$ cat src/rtl/hs_pkg.sv
// Shared types and helpers for the four-phase req/ack transmit handshake.
package hs_pkg;

  typedef enum logic [1:0] {
    IDLE,
    WAIT_ACK,
    WAIT_REL,
    FAULT
  } hs_state_t;

  localparam int HS_SYNC_MIN = 2;
  localparam int HS_SYNC_MAX = 4;

  // Bits needed to hold values 0..timeout_cycles; never less than 1.
  function automatic int hs_cnt_width(input int timeout_cycles);
    int w;
    w = 1;
    while ((1 << w) <= timeout_cycles) begin
      w++;
    end
    return w;
  endfunction

endpackage

$ cat src/rtl/sync_chain.sv
// Flop-chain synchronizer for a single asynchronous bit; clears to 0 on reset.
module sync_chain #(
  parameter int STAGES = 2
) (
  input  logic clk,
  input  logic rst,
  input  logic i_d,
  output logic o_q
);

  logic [STAGES-1:0] r_sync;

  // Shift the asynchronous input through the chain; stage 0 is the metastable one.
  always_ff @(posedge clk) begin
    if (rst) begin
      r_sync <= '0;
    end else begin
      r_sync <= {r_sync[STAGES-2:0], i_d};
    end
  end

  assign o_q = r_sync[STAGES-1];

endmodule

$ cat src/rtl/hs_tx.sv
// Transmit side of a four-phase req/ack handshake into an unrelated clock domain.
// req_out and data_out come straight from flops so the receiver never sees glitches.
module hs_tx
  import hs_pkg::*;
#(
  parameter int DATA_WIDTH     = 8,
  parameter int SYNC_STAGES    = 2,
  parameter int TIMEOUT_CYCLES = 0
) (
  input  logic                  clk,
  input  logic                  rst,
  input  logic [DATA_WIDTH-1:0] data_in,
  input  logic                  send,
  output logic                  ready,
  output logic                  req_out,
  output logic [DATA_WIDTH-1:0] data_out,
  input  logic                  ack_in,
  output logic                  done,
  output logic                  error
);

  localparam int CNT_W = hs_cnt_width(TIMEOUT_CYCLES);
  // Fault fires on the edge that ends the TIMEOUT_CYCLES-th cycle spent waiting.
  localparam logic [CNT_W-1:0] CNT_LAST =
    (TIMEOUT_CYCLES == 0) ? '0 : CNT_W'(TIMEOUT_CYCLES - 1);

  if (SYNC_STAGES < HS_SYNC_MIN || SYNC_STAGES > HS_SYNC_MAX) begin : g_bad_sync
    $error("hs_tx: SYNC_STAGES must be within 2..4");
  end

  hs_state_t             r_state;
  logic                  r_req;
  logic [DATA_WIDTH-1:0] r_data;
  logic                  r_done;
  logic                  r_err;
  logic [CNT_W-1:0]      r_cnt;

  logic w_ack_sync;
  logic w_ready;
  logic w_timeout;

  sync_chain #(
    .STAGES (SYNC_STAGES)
  ) u_ack_sync (
    .clk (clk),
    .rst (rst),
    .i_d (ack_in),
    .o_q (w_ack_sync)
  );

  // A stale-high ack after reset keeps us from starting a new cycle.
  assign w_ready   = (r_state == IDLE) && !w_ack_sync;
  assign w_timeout = (TIMEOUT_CYCLES != 0) && (r_cnt == CNT_LAST);

  // Handshake FSM with registered req/data/done/error and the per-phase timeout counter.
  always_ff @(posedge clk) begin
    if (rst) begin
      r_state <= IDLE;
      r_req   <= 1'b0;
      r_data  <= '0;
      r_done  <= 1'b0;
      r_err   <= 1'b0;
      r_cnt   <= '0;
    end else begin
      r_done <= 1'b0;
      case (r_state)
        IDLE: begin
          if (send && w_ready) begin
            r_data  <= data_in;
            r_req   <= 1'b1;
            r_cnt   <= '0;
            r_state <= WAIT_ACK;
          end
        end
        WAIT_ACK: begin
          if (w_ack_sync) begin
            r_req   <= 1'b0;
            r_cnt   <= '0;
            r_state <= WAIT_REL;
          end else if (w_timeout) begin
            r_req   <= 1'b0;
            r_err   <= 1'b1;
            r_state <= FAULT;
          end else begin
            r_cnt <= r_cnt + 1'b1;
          end
        end
        WAIT_REL: begin
          if (!w_ack_sync) begin
            r_done  <= 1'b1;
            r_cnt   <= '0;
            r_state <= IDLE;
          end else if (w_timeout) begin
            r_req   <= 1'b0;
            r_err   <= 1'b1;
            r_state <= FAULT;
          end else begin
            r_cnt <= r_cnt + 1'b1;
          end
        end
        FAULT: begin
          // Latched until reset.
          r_req <= 1'b0;
        end
        default: begin
          r_req   <= 1'b0;
          r_state <= IDLE;
        end
      endcase
    end
  end

  assign ready    = w_ready;
  assign req_out  = r_req;
  assign data_out = r_data;
  assign done     = r_done;
  assign error    = r_err;

endmodule

$ cat config.mk
export PLATFORM = sky130hd
export DESIGN_NAME = hs_tx
export DESIGN_NICKNAME = d
export VERILOG_FILES = /design/src/rtl/hs_pkg.sv /design/src/rtl/sync_chain.sv /design/src/rtl/hs_tx.sv
export SDC_FILE = /design/constraint.sdc
export NUM_CORES = 1
export LEC_CHECK = 0
export BUFFER_PORTS_ARGS = -buffer_cell sky130_fd_sc_hd__buf_2
export CORE_AREA = 2 2 39 41
export CTS_CLUSTER_SIZE = 12
export DETAILED_ROUTE_END_ITERATION = 8
export DIE_AREA = 0 0 41 43
export GPL_TIMING_DRIVEN = 0
export PLACE_DENSITY = 0.8
export REMOVE_ABC_BUFFERS = 1
export SYNTH_ARGS = -nofsm -noshare
export SYNTH_HDL_FRONTEND = slang
export SYNTH_HIERARCHICAL = 1
export SYNTH_SLANG_ARGS = --single-unit
$ cat constraint.sdc
create_clock -name clk -period 3.8 [get_ports clk]
set_input_delay 0.19 -clock clk [delete_from_list [all_inputs] [get_ports clk]]
set_output_delay 0.19 -clock clk [all_outputs]
set_load 0.005 [all_outputs]
# After elaboration in Yosys (flattened, before gate mapping)
# Index checks and enable logic that the tools add are counted.
# word_totals
reg_bits	14
in_bits	12
out_inout_bits	12
word_cells	29
# op_classes
n_eq_ne	6
mux	8
n_bitwise	1
n_reduce_logical	9
# op_table
cell	count
$mux W2	3
$pmux W2 S3	1
$eq A2 B2 Y1 const B	2
$ne A2 B1 Y1 const B	2
$reduce_and A4 Y1	1
$mux W1	3
$pmux W1 S3	1
$reduce_and A3 Y1	1
$reduce_bool A3 Y1	1
$eq A2 B1 Y1 const B	1
$logic_and A1 B1 Y1	2
$logic_not A2 Y1	1
$ne A2 B2 Y1 const B	1
$reduce_and A2 Y1	1
$reduce_or A2 Y1	1
$logic_not A1 Y1	1
$not A1 Y1	1

# Longest topological paths before layout
# depth
word_depth	5
mapped_depth	7
mapped_depth_nobuf	6

# Cells and area by module
# Netlist, hierarchy kept.
# by_module_without_submodules
mod	instances	cells_per_inst	area_per_inst_um2	seq_area_each_um2
hs_tx	1	68	575.6	240.2
sync_chain	1	4	52.6	40.0

# Least setup slack after synthesis
# OpenSTA, ideal clock, no wires.
# synth_timing
path_type	register to register
from	reg r_state[0]
to	reg r_data[0], in the netlist data_out[0]
setup_ps	71
t_arrival_ps	1260
required_ps	3729
setup_slack_ps	2470
path_stages_with_launch	8
path_buffers	1
period_less_slack_ps	1330
cell_sequence	dfxtp_1 inv_1 ha_1 nor2b_1 buf_2 nand2_2 nand2_1 a21oi_1
# synth_via
elab_chain_cells	4
# synth_rtl
item	line	text
from (decl)	hs_tx.sv:31	hs_state_t r_state;
from (signal assigned)	hs_tx.sv:58	r_state <= IDLE;
from (signal assigned)	hs_tx.sv:72	r_state <= WAIT_ACK;
from (signal assigned)	hs_tx.sv:79	r_state <= WAIT_REL;
$logic_not A2 Y1	hs_tx.sv:52	assign w_ready = (r_state == IDLE) && !w_ack_sync;
$logic_and A1 B1 Y1	hs_tx.sv:52	
named net ready	hs_tx.sv:14	output logic ready,
$logic_and A1 B1 Y1	hs_tx.sv:68	if (send && w_ready) begin
$reduce_and A2 Y1 (no line)	--	
to (signal assigned)	hs_tx.sv:69	r_data <= data_in;
to (decl)	hs_tx.sv:33	logic [DATA_WIDTH-1:0] r_data;
# The timed path passes the listed nets, and every way through them passes these cells.
# A chain may end at the register's enable or synchronous reset.

# Worst setup path after layout
# layout_timing
from	reg r_state[1]
to	out ready
# layout_via
elab_chain_cells	2
# layout_rtl
item	line
$logic_not A2 Y1	hs_tx.sv:52
$logic_and A1 B1 Y1	hs_tx.sv:52
to (decl)	hs_tx.sv:14
# Every way passes these cells.

==> results.json <==
{
  "layout_common_cells": "buf_2 (22), dfxtp_1 (14), nand3_1 (8), nand2_1 (8), a21oi_1 (8)",
  "worst_pin_slew_ps": 691,
  "synth.largest_area_cell": "dfxtp_1",
  "synth_warnings": 6,
  "post-route-min-period_ps": 1990,
  "finClkSkew_ps": 0.954,
  "antenna_found_initial": 0,
  "final_util_pct": 55.7,
  "max-slew-margin-rel_pct": 53.8,
  "cp.arrival_ps": 1800,
  "io_pins": 24,
  "final_common_cell": "buf_2",
  "rows": 14,
  "root_buffer": "clkbuf_4",
  "max-vdd-ir-drop_uv": 230,
  "critPathMaxStageDelay_ps": 590,
  "finalCritPeriodShare_pct": 52.3,
  "endpoint_kind": "output port",
  "htreeDepth": 1,
  "clk_pin_slew_ps": 90,
  "crit_required_ps": 3610,
  "diodes": 0,
  "grt_pass1_vias": 472,
  "cts_buffers": 3,
  "slowest_stage": "nor2b_1",
  "cts_tree": "built",
  "fp.dieW_um": 41,
  "nets": 112,
  "clkLatencyLatePin_ps": 280,
  "cp_top_family": "simple AND/OR/NAND/NOR gates",
  "fmax_mhz": 503,
  "tns_ps": 0,
  "die_h_um": 43,
  "drt_first_pass_iters": 3,
  "grt_max_degree": 17,
  "power_density_nw_per_um2": 594,
  "synth_top_flop_cell": "dfxtp_1",
  "core_area_um2": 1380,
  "syn2layout_area_growth_pct": 22.7,
  "synth_async_sr_flop_share_pct": 0,
  "avgViaCountPerCell": 4.94,
  "synth_cell_types": 20,
  "grt_usage_pct": 16.8,
  "grt.overflow.total": 0,
  "hpwl_um": 894,
  "netlist_area_um2": 628,
  "maxSlewViolCount": 0,
  "cts-resized-gates": 0,
  "synth_edf_count": 0,
  "drt_iter0_markers": 6,
  "yosys-top-cells-area": "dfxtp_1 (45%), ha_1 (10%), a21oi_1 (6.4%)",
  "rsz0062_at_grt": "false",
  "drive_gt1_share_pct": 30.9,
  "leakagePower_nw": 0.356,
  "synthCells": 72,
  "status": "completed",
  "synth-seq-area-share_pct": 44.6,
  "gp_congestion": 0.705,
  "drcViolationCount": 0,
  "postRouteAntennaNets": 0,
  "cp.buffers_inverters": 2,
  "worstSetupStartpointType": "register",
  "worst-path-max-fanout": 10,
  "wl_per_cell_um": 11.2,
  "worstHoldPathType": "in -> reg",
  "vias": 543,
  "syn_area_per_cell_um2": 8.72,
  "postCtsSetupRepairBufs": 0,
  "dieArea_um2": 1760,
  "worstPathCellList": "inv_1, ha_1, nor2b_1, buf_2",
  "grt_pass1_wl_um": 1930,
  "io_buffers": 22,
  "synth.top_cell.area_share_pct": 44.6,
  "cap_violations": 0,
  "holdBufCountCts": 0,
  "hold_viol": 0,
  "finalSetupViolCount": 0,
  "wirelength_um": 1230,
  "synth-seq-cells": 14,
  "clk_path_buf_depth": 2,
  "start_util_pct": 45.4,
  "clock_sinks": 14,
  "critPathKind": "reg -> out"
}
## logic make-up after synthesis
group                      synth area share, %
DFF                                       44.6
adders and majority gates                 9.96
muxes                                     1.59
AOI/OAI and AO/OA                         15.1
other                                    0.597
and+or+nand+nor                           21.9
buffers and inverters                     6.17
## registers in the layout, indices dropped and copies added (netlist names)
signal / count
r_state: 2
data_out: 8
done: 1
req_out: 1
u_ack_sync/r_sync: 2
## area by class of cell
class / instances / area, um^2
Fill cell: 128 / 613
Multi-Input combinational cell: 50 / 309
Sequential cell: 14 / 280
Timing Repair Buffer: 22 / 110
Clock buffer: 4 / 36.3
Tap cell: 16 / 20.0
Inverter: 4 / 15.0
## cell usage after synthesis (2+ instances only)
master,instances
a21oi_1,8
o21ai_0,2
nand2b_1,2
dfxtp_1,14
ha_1,5
nor2_1,6
o41ai_1,2
inv_1,4
nor2b_1,3
nand2_1,8
nand3_1,8
buf_4,2
## layer usage
| layer | GRT usage [%] | vias to the layer above | part of all wire, % |
|---|---|---|---|
| met5 | 0 | - | 0 |
| met4 | 15.3 | 0 | 4.9 |
| met3 | 6.28 | 8 | 4.1 |
| met2 | 21.6 | 14 | 47 |
| met1 | 20.3 | 233 | 44 |
| li1 | - | 288 | - |
## power by group
| group | total [mW] | switching [mW] | internal (mW) |
|---|---|---|---|
| combinational | 0.161 | 0.0905 | 0.0706 |
| clock | 0.109 | 0.0507 | 0.0583 |
| sequential | 0.188 | 0.0149 | 0.173 |
| total | 0.458 | 0.156 | 0.302 |
## per-stage QoR
stage / instance area [um^2] / cells / power (mW) / setup slack, ps / hold WS [ps]
6_report: 771 / 110 / 0.458 / 1810 / 111
5_1_grt: 771 / 110 / 0.494 / 1690 / 130
4_1_cts: 771 / 110 / 0.463 / 1820 / 105
3_5_place_dp: 734 / 106 / 0.353 / 1980 / 404
3_3_place_gp: 734 / 106 / 0.345 / 2040 / 404
2_1_floorplan: 604 / 68 / 0.299 / 2260 / 259
## final timing paths
check                                                startpoint                              end  slack [ps]  cells after the start
worst min register to register  u_ack_sync/r_sync[0]$_SDFF_PP0_  u_ack_sync/r_sync[1]$_SDFF_PP0_         440                      1
worst max-delay path                    r_state[1]$_SDFFE_PP0P_                            ready        1810                      4
worst max register to register          r_state[1]$_SDFFE_PP0P_         data_out[4]$_SDFFE_PP0P_        1960                      6
worst min-delay path                                     ack_in  u_ack_sync/r_sync[0]$_SDFF_PP0_         110                      2
Note: power is estimated with default switching activity, not from simulation.
